**config.mk**
```make
export PLATFORM = sky130hd
export DESIGN_NAME = mem_stage
export DESIGN_NICKNAME = d
export VERILOG_FILES = /design/src/rtl/mem_stage.sv
export SDC_FILE = /design/constraint.sdc
export NUM_CORES = 1
export LEC_CHECK = 0
export BUFFER_PORTS_ARGS = -buffer_cell sky130_fd_sc_hd__buf_2
export CORE_UTILIZATION = 50
export CTS_CLUSTER_DIAMETER = 150
export DETAILED_ROUTE_END_ITERATION = 16
export GPL_TIMING_DRIVEN = 0
export PLACE_DENSITY = 0.74
export SETUP_SLACK_MARGIN = 0.05
export SYNTH_ARGS = -nofsm -noshare
export SYNTH_HDL_FRONTEND = slang
export SYNTH_SLANG_ARGS = --single-unit
export TNS_END_PERCENT = 30
```
**constraint.sdc**
```tcl
create_clock -name clk -period 3.2 [get_ports clk]
set_clock_uncertainty 0.1 [all_clocks]
set_input_delay 0.32 -clock clk [delete_from_list [all_inputs] [get_ports clk]]
set_output_delay 0.32 -clock clk [all_outputs]
set_load 0.05 [all_outputs]
```
**src/rtl/mem_stage.sv**
```systemverilog
// Memory-access stage: issues req/ack data-bus transactions for loads and stores, aligns and
// extends load data, and registers the write-back bundle while stalling upstream when busy.
module mem_stage #(
  parameter int unsigned TIMEOUT = 16
) (
  input  logic        clk,
  input  logic        rst,
  input  logic        ex_valid,
  input  logic [6:0]  ex_aluop,
  input  logic [2:0]  ex_sel,
  input  logic        ex_reg_we,
  input  logic [31:0] ex_reg_waddr,
  input  logic [31:0] ex_reg_data,
  input  logic [31:0] ex_mem_addr,
  input  logic [31:0] ex_mem_data,
  input  logic        flush,
  output logic        dbus_req,
  output logic        dbus_we,
  output logic [31:0] dbus_addr,
  output logic [3:0]  dbus_be,
  output logic [31:0] dbus_wdata,
  input  logic [31:0] dbus_rdata,
  input  logic        dbus_ack,
  output logic        stallreq,
  output logic        wb_valid,
  output logic        wb_reg_we,
  output logic [31:0] wb_reg_waddr,
  output logic [31:0] wb_reg_data,
  output logic        mem_misalign,
  output logic        bus_err
);

  localparam logic [6:0] INST_TYPE_I_L = 7'b0000011;
  localparam logic [6:0] INST_TYPE_S   = 7'b0100011;

  localparam logic [1:0] StIdle = 2'd0;
  localparam logic [1:0] StBusy = 2'd1;
  localparam logic [1:0] StDone = 2'd2;

  localparam logic [1:0] SzByte = 2'd0;
  localparam logic [1:0] SzHalf = 2'd1;
  localparam logic [1:0] SzWord = 2'd2;

  localparam logic [7:0] CntLast = 8'(TIMEOUT - 1);

  logic [1:0]  state_q, state_d;
  logic [7:0]  cnt_q, cnt_d;
  logic        req_q, req_d;
  logic        we_q, we_d;
  logic [31:0] addr_q, addr_d;
  logic [3:0]  be_q, be_d;
  logic [31:0] wdata_q, wdata_d;
  logic        is_load_q, is_load_d;
  logic [1:0]  size_q, size_d;
  logic        uns_q, uns_d;
  logic [1:0]  off_q, off_d;
  logic        reg_we_q, reg_we_d;
  logic [31:0] waddr_q, waddr_d;
  logic        kill_q, kill_d;
  logic        err_q, err_d;
  logic [31:0] ld_q, ld_d;
  logic        wb_valid_q, wb_valid_d;
  logic        wb_we_q, wb_we_d;
  logic [31:0] wb_waddr_q, wb_waddr_d;
  logic [31:0] wb_data_q, wb_data_d;
  logic        misalign_q, misalign_d;
  logic        bus_err_q, bus_err_d;

  logic        is_load, is_mem, misalign, kill;
  logic [1:0]  size;
  logic [3:0]  st_be;
  logic [31:0] st_wdata, lane, ld_fmt;

  // Instruction decode; unknown funct3 falls back to a word access.
  always_comb begin
    is_load = ex_aluop == INST_TYPE_I_L;
    is_mem  = ex_valid && (is_load || ex_aluop == INST_TYPE_S);
    case (ex_sel)
      3'd0:    size = SzByte;
      3'd1:    size = SzHalf;
      3'd4:    size = is_load ? SzByte : SzWord;
      3'd5:    size = is_load ? SzHalf : SzWord;
      default: size = SzWord;
    endcase
    misalign = (size == SzHalf && ex_mem_addr[0]) ||
               (size == SzWord && ex_mem_addr[1:0] != 2'b00);
    case (size)
      SzByte: begin
        st_be    = 4'b0001 << ex_mem_addr[1:0];
        st_wdata = {4{ex_mem_data[7:0]}};
      end
      SzHalf: begin
        st_be    = 4'b0011 << ex_mem_addr[1:0];
        st_wdata = {2{ex_mem_data[15:0]}};
      end
      default: begin
        st_be    = 4'hF;
        st_wdata = ex_mem_data;
      end
    endcase
  end

  always_comb begin
    lane = dbus_rdata >> {off_q, 3'b000};
    case (size_q)
      SzByte:  ld_fmt = uns_q ? {24'b0, lane[7:0]} : {{24{lane[7]}}, lane[7:0]};
      SzHalf:  ld_fmt = uns_q ? {16'b0, lane[15:0]} : {{16{lane[15]}}, lane[15:0]};
      default: ld_fmt = lane;
    endcase
  end

  always_comb begin
    state_d    = state_q;
    cnt_d      = cnt_q;
    req_d      = req_q;
    we_d       = we_q;
    addr_d     = addr_q;
    be_d       = be_q;
    wdata_d    = wdata_q;
    is_load_d  = is_load_q;
    size_d     = size_q;
    uns_d      = uns_q;
    off_d      = off_q;
    reg_we_d   = reg_we_q;
    waddr_d    = waddr_q;
    kill_d     = kill_q;
    err_d      = err_q;
    ld_d       = ld_q;
    wb_valid_d = wb_valid_q;
    wb_we_d    = wb_we_q;
    wb_waddr_d = wb_waddr_q;
    wb_data_d  = wb_data_q;
    misalign_d = 1'b0;
    bus_err_d  = 1'b0;
    stallreq   = 1'b0;
    kill       = kill_q | flush;

    case (state_q)
      StIdle: begin
        wb_valid_d = ex_valid & ~flush;
        wb_we_d    = ex_reg_we & ex_valid & ~flush;
        wb_waddr_d = ex_reg_waddr;
        wb_data_d  = ex_reg_data;
        if (is_mem && !flush) begin
          wb_we_d = 1'b0;
          if (misalign) begin
            misalign_d = 1'b1;
          end else begin
            stallreq   = 1'b1;
            wb_valid_d = 1'b0;
            req_d      = 1'b1;
            we_d       = ~is_load;
            addr_d     = {ex_mem_addr[31:2], 2'b00};
            be_d       = is_load ? 4'hF : st_be;
            wdata_d    = is_load ? 32'h0 : st_wdata;
            cnt_d      = 8'd0;
            is_load_d  = is_load;
            size_d     = size;
            uns_d      = ex_sel[2];
            off_d      = ex_mem_addr[1:0];
            reg_we_d   = ex_reg_we;
            waddr_d    = ex_reg_waddr;
            kill_d     = 1'b0;
            err_d      = 1'b0;
            state_d    = StBusy;
          end
        end
      end
      StBusy: begin
        stallreq = 1'b1;
        kill_d   = kill;
        if (dbus_ack) begin
          req_d   = 1'b0;
          ld_d    = ld_fmt;
          state_d = StDone;
        end else if (cnt_q == CntLast) begin
          req_d   = 1'b0;
          err_d   = 1'b1;
          ld_d    = 32'h0;
          state_d = StDone;
        end else begin
          cnt_d = cnt_q + 8'd1;
        end
      end
      StDone: begin
        // Upstream advances on this edge; the held instruction is retired, never re-issued.
        wb_valid_d = ~kill;
        wb_we_d    = reg_we_q & is_load_q & ~err_q & ~kill;
        wb_waddr_d = waddr_q;
        wb_data_d  = ld_q;
        bus_err_d  = err_q & ~kill;
        kill_d     = 1'b0;
        state_d    = StIdle;
      end
      default: state_d = StIdle;
    endcase
  end

  always_ff @(posedge clk or negedge rst) begin
    if (!rst) begin
      state_q    <= StIdle;
      cnt_q      <= 8'd0;
      req_q      <= 1'b0;
      we_q       <= 1'b0;
      addr_q     <= 32'h0;
      be_q       <= 4'h0;
      wdata_q    <= 32'h0;
      is_load_q  <= 1'b0;
      size_q     <= SzByte;
      uns_q      <= 1'b0;
      off_q      <= 2'b00;
      reg_we_q   <= 1'b0;
      waddr_q    <= 32'h0;
      kill_q     <= 1'b0;
      err_q      <= 1'b0;
      ld_q       <= 32'h0;
      wb_valid_q <= 1'b0;
      wb_we_q    <= 1'b0;
      wb_waddr_q <= 32'h0;
      wb_data_q  <= 32'h0;
      misalign_q <= 1'b0;
      bus_err_q  <= 1'b0;
    end else begin
      state_q    <= state_d;
      cnt_q      <= cnt_d;
      req_q      <= req_d;
      we_q       <= we_d;
      addr_q     <= addr_d;
      be_q       <= be_d;
      wdata_q    <= wdata_d;
      is_load_q  <= is_load_d;
      size_q     <= size_d;
      uns_q      <= uns_d;
      off_q      <= off_d;
      reg_we_q   <= reg_we_d;
      waddr_q    <= waddr_d;
      kill_q     <= kill_d;
      err_q      <= err_d;
      ld_q       <= ld_d;
      wb_valid_q <= wb_valid_d;
      wb_we_q    <= wb_we_d;
      wb_waddr_q <= wb_waddr_d;
      wb_data_q  <= wb_data_d;
      misalign_q <= misalign_d;
      bus_err_q  <= bus_err_d;
    end
  end

  assign dbus_req     = req_q;
  assign dbus_we      = we_q;
  assign dbus_addr    = addr_q;
  assign dbus_be      = be_q;
  assign dbus_wdata   = wdata_q;
  assign wb_valid     = wb_valid_q;
  assign wb_reg_we    = wb_we_q;
  assign wb_reg_waddr = wb_waddr_q;
  assign wb_reg_data  = wb_data_q;
  assign mem_misalign = misalign_q;
  assign bus_err      = bus_err_q;

endmodule
```
==> results of run 1 <==
-- metal layers --
| metal | part of all wire | global-route usage | vias up |
|---|---|---|---|
| met4 | 0.034 | 0.122 | 0 |
| li1 | - | - | 4369 |
| met2 | 0.48 | 0.516 | 403 |
| met5 | 0 | 0 | - |
| met3 | 0.070 | 0.0540 | 79 |
| met1 | 0.41 | 0.387 | 4537 |
-- state kept, by name, summed over array words and instances, names as in the netlist, 2 cells and up --
signal        cells
cnt_q             8
dbus_addr        30
dbus_be           4
dbus_wdata       32
ld_q             32
off_q             2
size_q            2
state_q           2
waddr_q          32
wb_reg_data      32
wb_reg_waddr     32
-- how the worst min path moves through the flow --
| stage | from | end | slack [ps] |
|---|---|---|---|
| floorplan | rst | bus_err | -80 |
| global placement | dbus_addr[16] | dbus_addr[16] | 350 |
| detailed placement | rst | dbus_wdata[16] | 360 |
| CTS | ex_mem_data[26] | dbus_wdata[26] | 0.9 |
| global route | ex_mem_data[3] | dbus_wdata[3] | 7 |
| finish | ex_reg_data[13] | wb_reg_data[13] | 10 |
-- where the power goes --
part	internal (W)	total, W	switching, W
logic	0.000994	0.00365	0.00266
clock network	0.00175	0.00287	0.00112
registers	0.00328	0.00356	0.000277
total	0.00602	0.0101	0.00406
-- layout make-up --
| type | instances | share of cell area |
|---|---|---|
| buffer | 72 | 0.0246 |
| clock buffer | 36 | 0.0540 |
| clock inverter | 7 | 0.00642 |
| inverter | 5 | 0.00138 |
| multi-input combinational | 733 | 0.309 |
| sequential | 219 | 0.402 |
| tap | 265 | 0.0243 |
| timing repair buffer | 395 | 0.179 |
-- timing repair --
action                     4_1_cts  5_1_grt
hold buffers                    84        1
setup endpoints to repair        1        1
gates resized for setup          3        2
hold endpoints to repair       195        1
-- Yosys cell counts, drive strengths merged, types with 2 or more instances --
cell type / instances / share of area
o311ai: 2 / 0.0025
nor4b: 4 / 0.0047
a211o: 10 / 0.0087
nand4: 5 / 0.0031
nor2b: 10 / 0.0062
nor4: 4 / 0.0040
dfrtp: 219 / 0.55
a211oi: 7 / 0.0052
nor2: 28 / 0.011
a21o: 5 / 0.0039
o21ai: 106 / 0.053
clkbuf: 47 / 0.018
nand2b: 3 / 0.0019
nand3: 13 / 0.0065
inv: 4 / 0.0015
ha: 4 / 0.0050
a32o: 8 / 0.0080
o22ai: 3 / 0.0019
nor3b: 2 / 0.0020
mux2i: 106 / 0.11
a221o: 8 / 0.0080
and3: 4 / 0.0025
and2: 2 / 0.0012
o31ai: 2 / 0.0015
a22o: 8 / 0.0070
nor3: 3 / 0.0015
o32a: 4 / 0.0040
nand2: 324 / 0.12
nand4b: 4 / 0.0035
buf: 27 / 0.016
a21oi: 39 / 0.020
-- stage by stage --
step | setup slack, ps | std cells | setup TNS (ps) | area (sq um)
2_1_floorplan | 708 | 1031 | 0 | 10000
3_3_place_gp | -2110 | 1605 | -458510 | 11900
3_5_place_dp | -87.8 | 1606 | -87.8 | 12000
4_1_cts | 78.5 | 1731 | 0 | 13600
5_1_grt | 68.7 | 1732 | 0 | 13600
6_report | 202 | 1732 | 0 | 13600
-- worst max-delay path, cell delays in order (launching register included) --
cell and delay (ps):
dfrtp_1 380, inv_1 160, ha_4 260, inv_1 160, nor4_4 300, a21oi_1 140, clkbuf_4 270, nand2_1 120
clkbuf_4 250
-- cells by family (layout without fill, tap and decap cells) --
| family | Yosys count | after routing | share of synthesized area |
|---|---|---|---|
| compound gates | 210 | 210 | 0.132 |
| fa+ha+maj | 4 | 4 | 0.00499 |
| buf+inv | 79 | 515 | 0.0357 |
| flops | 219 | 219 | 0.546 |
| mux | 106 | 106 | 0.106 |
| other cells | 1 | 2 | 0.000374 |
| simple gates | 411 | 411 | 0.175 |
==> results.py, run 1 <==
metrics = {
    "run_status": {
        "status": "finished clean",
    },
    "finish": {
        "nNetsFinal": 1630,
        "utilization": 0.696,
        "regArea_sq_mm": 0.00548,
        "multiInputGateArea_sq_mm": 0.00421,
        "layout_commonest_cell": "buf_2",
        "nFillCells": 1536,
        "final_cell_mix": "buf_2 (326), nand2_1 (324), dfrtp_1 (219)",
        "drive_above_1_share": 0.266,
        "n_antenna_cell": 0,
        "syn_to_final_growth_pct": 35.9,
    },
    "sta": {
        "slew_viol_final": 0,
        "holdWs_ps": 9.61,
        "period_minus_slack_ps": 3000,
        "hold_violations": 0,
        "setup_viol": 0,
        "max_slew.worst_pin.slew_ps": 860,
        "fin_crit_sh": 0.937,
        "maxSlewHeadroom": 0.427,
        "fmax_mhz": 334,
        "rsz0062_at_grt": "no",
    },
    "pwr": {
        "p_per_area_mw_per_mm2": 739,
        "ir_drop_mv": 0.400,
        "p_leak_nw": 7.32,
        "power_w": 0.0101,
    },
    "setup_path": {
        "start_kind": "register",
        "rrSetupSlack_ps": 390,
        "crit_path_max_fanout": 19,
        "startpoint": "state_q[0]",
        "reg2reg_from": "state_q[0]",
        "ff2ff_path_depth": 7,
        "critPathCapture": "stallreq",
        "worstPathRequired_ps": 2780,
        "r2r_end": "wb_valid",
        "critical_path_class": "register to primary output",
        "arrival_ps": 2580,
        "cp-end-kind": "primary output",
    },
    "logic_synthesis": {
        "syn-cell-area_sq_mm": 0.0100,
        "synth_cell_types": 58,
        "ys.flop_type": "dfrtp_1",
        "postSynthCellCount": 1030,
        "avgSynthCellArea_sq_um": 9.74,
        "synth_edf_count": 0,
        "synth_seq_area_share": 0.546,
        "ys_ff_latch": 219,
        "async_flop_share": 1.00,
        "yosys_warnings": 0,
    },
    "detailed_routing": {
        "drc": 0,
        "wl_per_cell_um": 18.1,
        "routed-via-count": 9388,
        "drtAntennaViolNets": 0,
        "drtPass1Iterations": 5,
        "wirelength_um": 31400,
        "viasPerCell": 5.42,
        "drt-initial-drc-count": 482,
    },
    "clock_network": {
        "h-tree-depth": 1,
        "clk_pin_slew_ps": 60,
        "cts_setup_buffers": 0,
        "cts_tree": "done",
        "numCtsBuffers": 24,
        "clock-sinks": 219,
        "clock_latency_ps": 510,
        "cts_root_buf": "clkbuf_16",
        "cts.path.max_buffers": 3,
    },
    "placement": {
        "port_buffers": 309,
        "gp_congestion": 0.945,
        "dp_hpwl_um": 21700,
    },
    "global_route": {
        "grt_pass1_vias": 9314,
        "antenna_found_initial": 0,
        "gr-total-overflow": 0,
        "grt_max_degree": 114,
        "grt_use_total": 0.305,
        "grt_first_pass_wirelength_um": 48300,
    },
    "worst_hold_path": {
        "hold_path_class": "input port to register",
        "whs_path_depth": 3,
    },
    "floorplan": {
        "rows": 51,
        "die_h_um": 144,
        "io_pins": 315,
        "core_sq_mm": 0.0196,
        "die_x_um": 144,
        "start_util": 0.512,
        "fp.dieArea_sq_mm": 0.0206,
    },
    "flow_run": {
        "cap_violations": 0,
    },
}
Power figures use the tool's default switching activity.
==> run 2: changes to the inputs <==
--- a/config.mk
+++ b/config.mk
@@ -6,6 +6,7 @@
 export NUM_CORES = 1
 export LEC_CHECK = 0
 export BUFFER_PORTS_ARGS = -buffer_cell sky130_fd_sc_hd__buf_2
+export CORE_ASPECT_RATIO = 1.2
 export CORE_UTILIZATION = 50
 export CTS_CLUSTER_DIAMETER = 150
 export DETAILED_ROUTE_END_ITERATION = 16
==> constraint.sdc (replaced) <==
create_clock -name clk -period 3.2 [get_ports clk]
set_clock_uncertainty 0.1 [all_clocks]
set_input_delay 0.16 -clock clk [delete_from_list [all_inputs] [get_ports clk]]
set_output_delay 0.16 -clock clk [all_outputs]
set_load 0.05 [all_outputs]
==> run 2 against run 1 <==
Combinational power rose by 2%. Global-route usage rose by 2.5 points. Sequential power about the same. Fmax about the same. Setup slack improved by 1.6 ps. Sequential share of layout area fell by 1.8 points. Critical path depth did not move. Largest power group unchanged. Highest routed layer unchanged.
==> results.py, run 2 (same netlist as run 1, synthesis figures left out) <==
metrics = {
    "run_status": {
        "status": "finished clean",
    },
    "clock_network": {
        "h-tree-depth": 1,
        "cts_tree": "done",
        "cts.path.max_buffers": 3,
        "clk_pin_slew_ps": 60,
        "cts_setup_buffers": 0,
        "clock-sinks": 219,
        "clock_latency_ps": 510,
        "cts_root_buf": "clkbuf_16",
        "numCtsBuffers": 23,
    },
    "detailed_routing": {
        "wl_met3_um": 2740,
        "wl_per_cell_um": 19.0,
        "drt-met1-wl_um": 13100,
        "drc": 0,
        "viasPerCell": 5.59,
        "drtAntennaViolNets": 0,
        "drtPass1Iterations": 8,
        "drt-initial-drc-count": 751,
        "top_layer_used": "met4",
        "wirelength_um": 34200,
        "wl_met2_um": 16800,
        "routed-via-count": 10060,
    },
    "floorplan": {
        "die_x_um": 131,
        "core_sq_mm": 0.0196,
        "die_h_um": 157,
        "rows": 56,
        "start_util": 0.512,
        "io_pins": 315,
        "fp.dieArea_sq_mm": 0.0206,
    },
    "placement": {
        "dp_hpwl_um": 21700,
        "dp_cells": 1603,
        "port_buffers": 309,
        "gp_congestion": 0.906,
    },
    "sta": {
        "fmax_mhz": 334,
        "slew_viol_final": 0,
        "fin_crit_sh": 0.936,
        "rsz0062_at_grt": "no",
        "setup_viol": 0,
        "period_minus_slack_ps": 3000,
        "max_slew.worst_pin.slew_ps": 1130,
        "maxSlewHeadroom": 0.234,
        "hold_violations": 0,
    },
    "finish": {
        "fin_cells": 1799,
        "nFillCells": 1357,
        "layout_commonest_cell": "buf_2",
        "final_cell_mix": "buf_2 (328), nand2_1 (324), dfrtp_1 (219)",
        "drive_above_1_share": 0.251,
        "syn_to_final_growth_pct": 42.4,
        "nNetsFinal": 1702,
    },
    "pwr": {
        "p_per_area_mw_per_mm2": 697,
        "power_w": 0.00995,
        "ir_drop_mv": 0.512,
        "p_leak_nw": 7.60,
    },
    "setup_path": {
        "reg2reg_from": "state_q[0]",
        "ff2ff_path_depth": 9,
        "start_kind": "register",
        "rrSetupSlack_ps": 380,
        "critical_path_class": "register to primary output",
        "cp-end-kind": "primary output",
        "slowest_delay_ps": 390,
        "critPathCapture": "stallreq",
        "worstPathRequired_ps": 2940,
        "arrival_ps": 2740,
        "startpoint": "state_q[0]",
        "path_cells": "inv_1 -> ha_1 -> inv_1 -> nor4_4 -> a21oi_1 -> buf_2 -> nand2_1 -> buf_2",
        "crit_path_max_fanout": 19,
        "cpMaxStageDelayCell": "dfrtp_1",
        "r2r_end": "dbus_wdata[26]",
    },
    "global_route": {
        "grt_first_pass_wirelength_um": 53400,
        "antenna_found_initial": 0,
        "grt_pass1_vias": 10158,
        "grt_max_degree": 89,
        "grt_use_total": 0.329,
        "gr-total-overflow": 0,
    },
    "flow_run": {
        "cap_violations": 0,
    },
    "worst_hold_path": {
        "hold_path_class": "input port to async pin",
    },
}
-- run 2: per-layer routing --
metal | vias to the layer above | GRT usage
met1 | 4799 | 0.395
met5 | - | 0
met4 | 0 | 0.156
li1 | 4532 | -
met2 | 598 | 0.573
met3 | 131 | 0.0628
-- run 2: per-stage QoR --
| stage | TNS, ps | setup slack (ps) | hold WS, ps | instance area, sq um | util |
|---|---|---|---|---|---|
| after floorplan | 0 | 868 | -236 | 10000 | - |
| after global placement | -417280 | -1930 | 250 | 11900 | 0.607 |
| after detailed placement | 0 | 215 | -12.9 | 12000 | 0.611 |
| after CTS | 0 | 162 | 3.55 | 14300 | 0.728 |
| after global routing | 0 | 95.7 | 47.5 | 14300 | 0.728 |
| final | 0 | 204 | 26.2 | 14300 | 0.728 |
-- run 2: where the power goes --
group | total [W] | leakage, nW | switching (W) | internal [W]
logic | 0.00374 | 4.30 | 0.00269 | 0.00105
clock network | 0.00263 | 0.369 | 0.00108 | 0.00155
registers | 0.00358 | 2.93 | 0.000297 | 0.00328
-- run 2: how the worst min path moves through the flow --
stage / start / endpoint / slack [ps] / cells after the start
after floorplan: rst / bus_err / -240 / 0
after global placement: ex_mem_addr[10] / dbus_addr[10] / 250 / 3
after detailed placement: rst / dbus_wdata[30] / -10 / 1
after CTS: dbus_rdata[16] / ld_q[16] / 4 / 4
after global routing: dbus_rdata[17] / ld_q[17] / 50 / 4
final: rst / dbus_wdata[11] / 30 / 2
-- run 2: critical path: cells and delay by family (launching register included) --
kind,cells,cell delay (ps)
and+or+nand+nor,2,420
buffers and inverters,4,900
AOI/OAI and AO/OA,1,160
DFF,1,390
adders and majority gates,1,350
-- run 2: timing repair --
| item | 4_1_cts | 5_1_grt |
|---|---|---|
| endpoints found under the hold margin | 312 | 0 |
| endpoints found under the setup margin | 1 | 1 |
| resized for setup | 1 | 1 |
| hold buffers | 157 | 0 |
-- run 2: cell type report --
type                       count  area, sq um  area share
antenna                        1         2.50    0.000175
inverter                       5         18.8     0.00131
tap                          261          327      0.0229
multi-input combinational    733         4200       0.294
sequential                   219         5480       0.384
timing repair buffer         468         3180       0.223
clock inverter                 2         10.0    0.000701
buffer                        72          333      0.0233
clock buffer                  38          732      0.0512
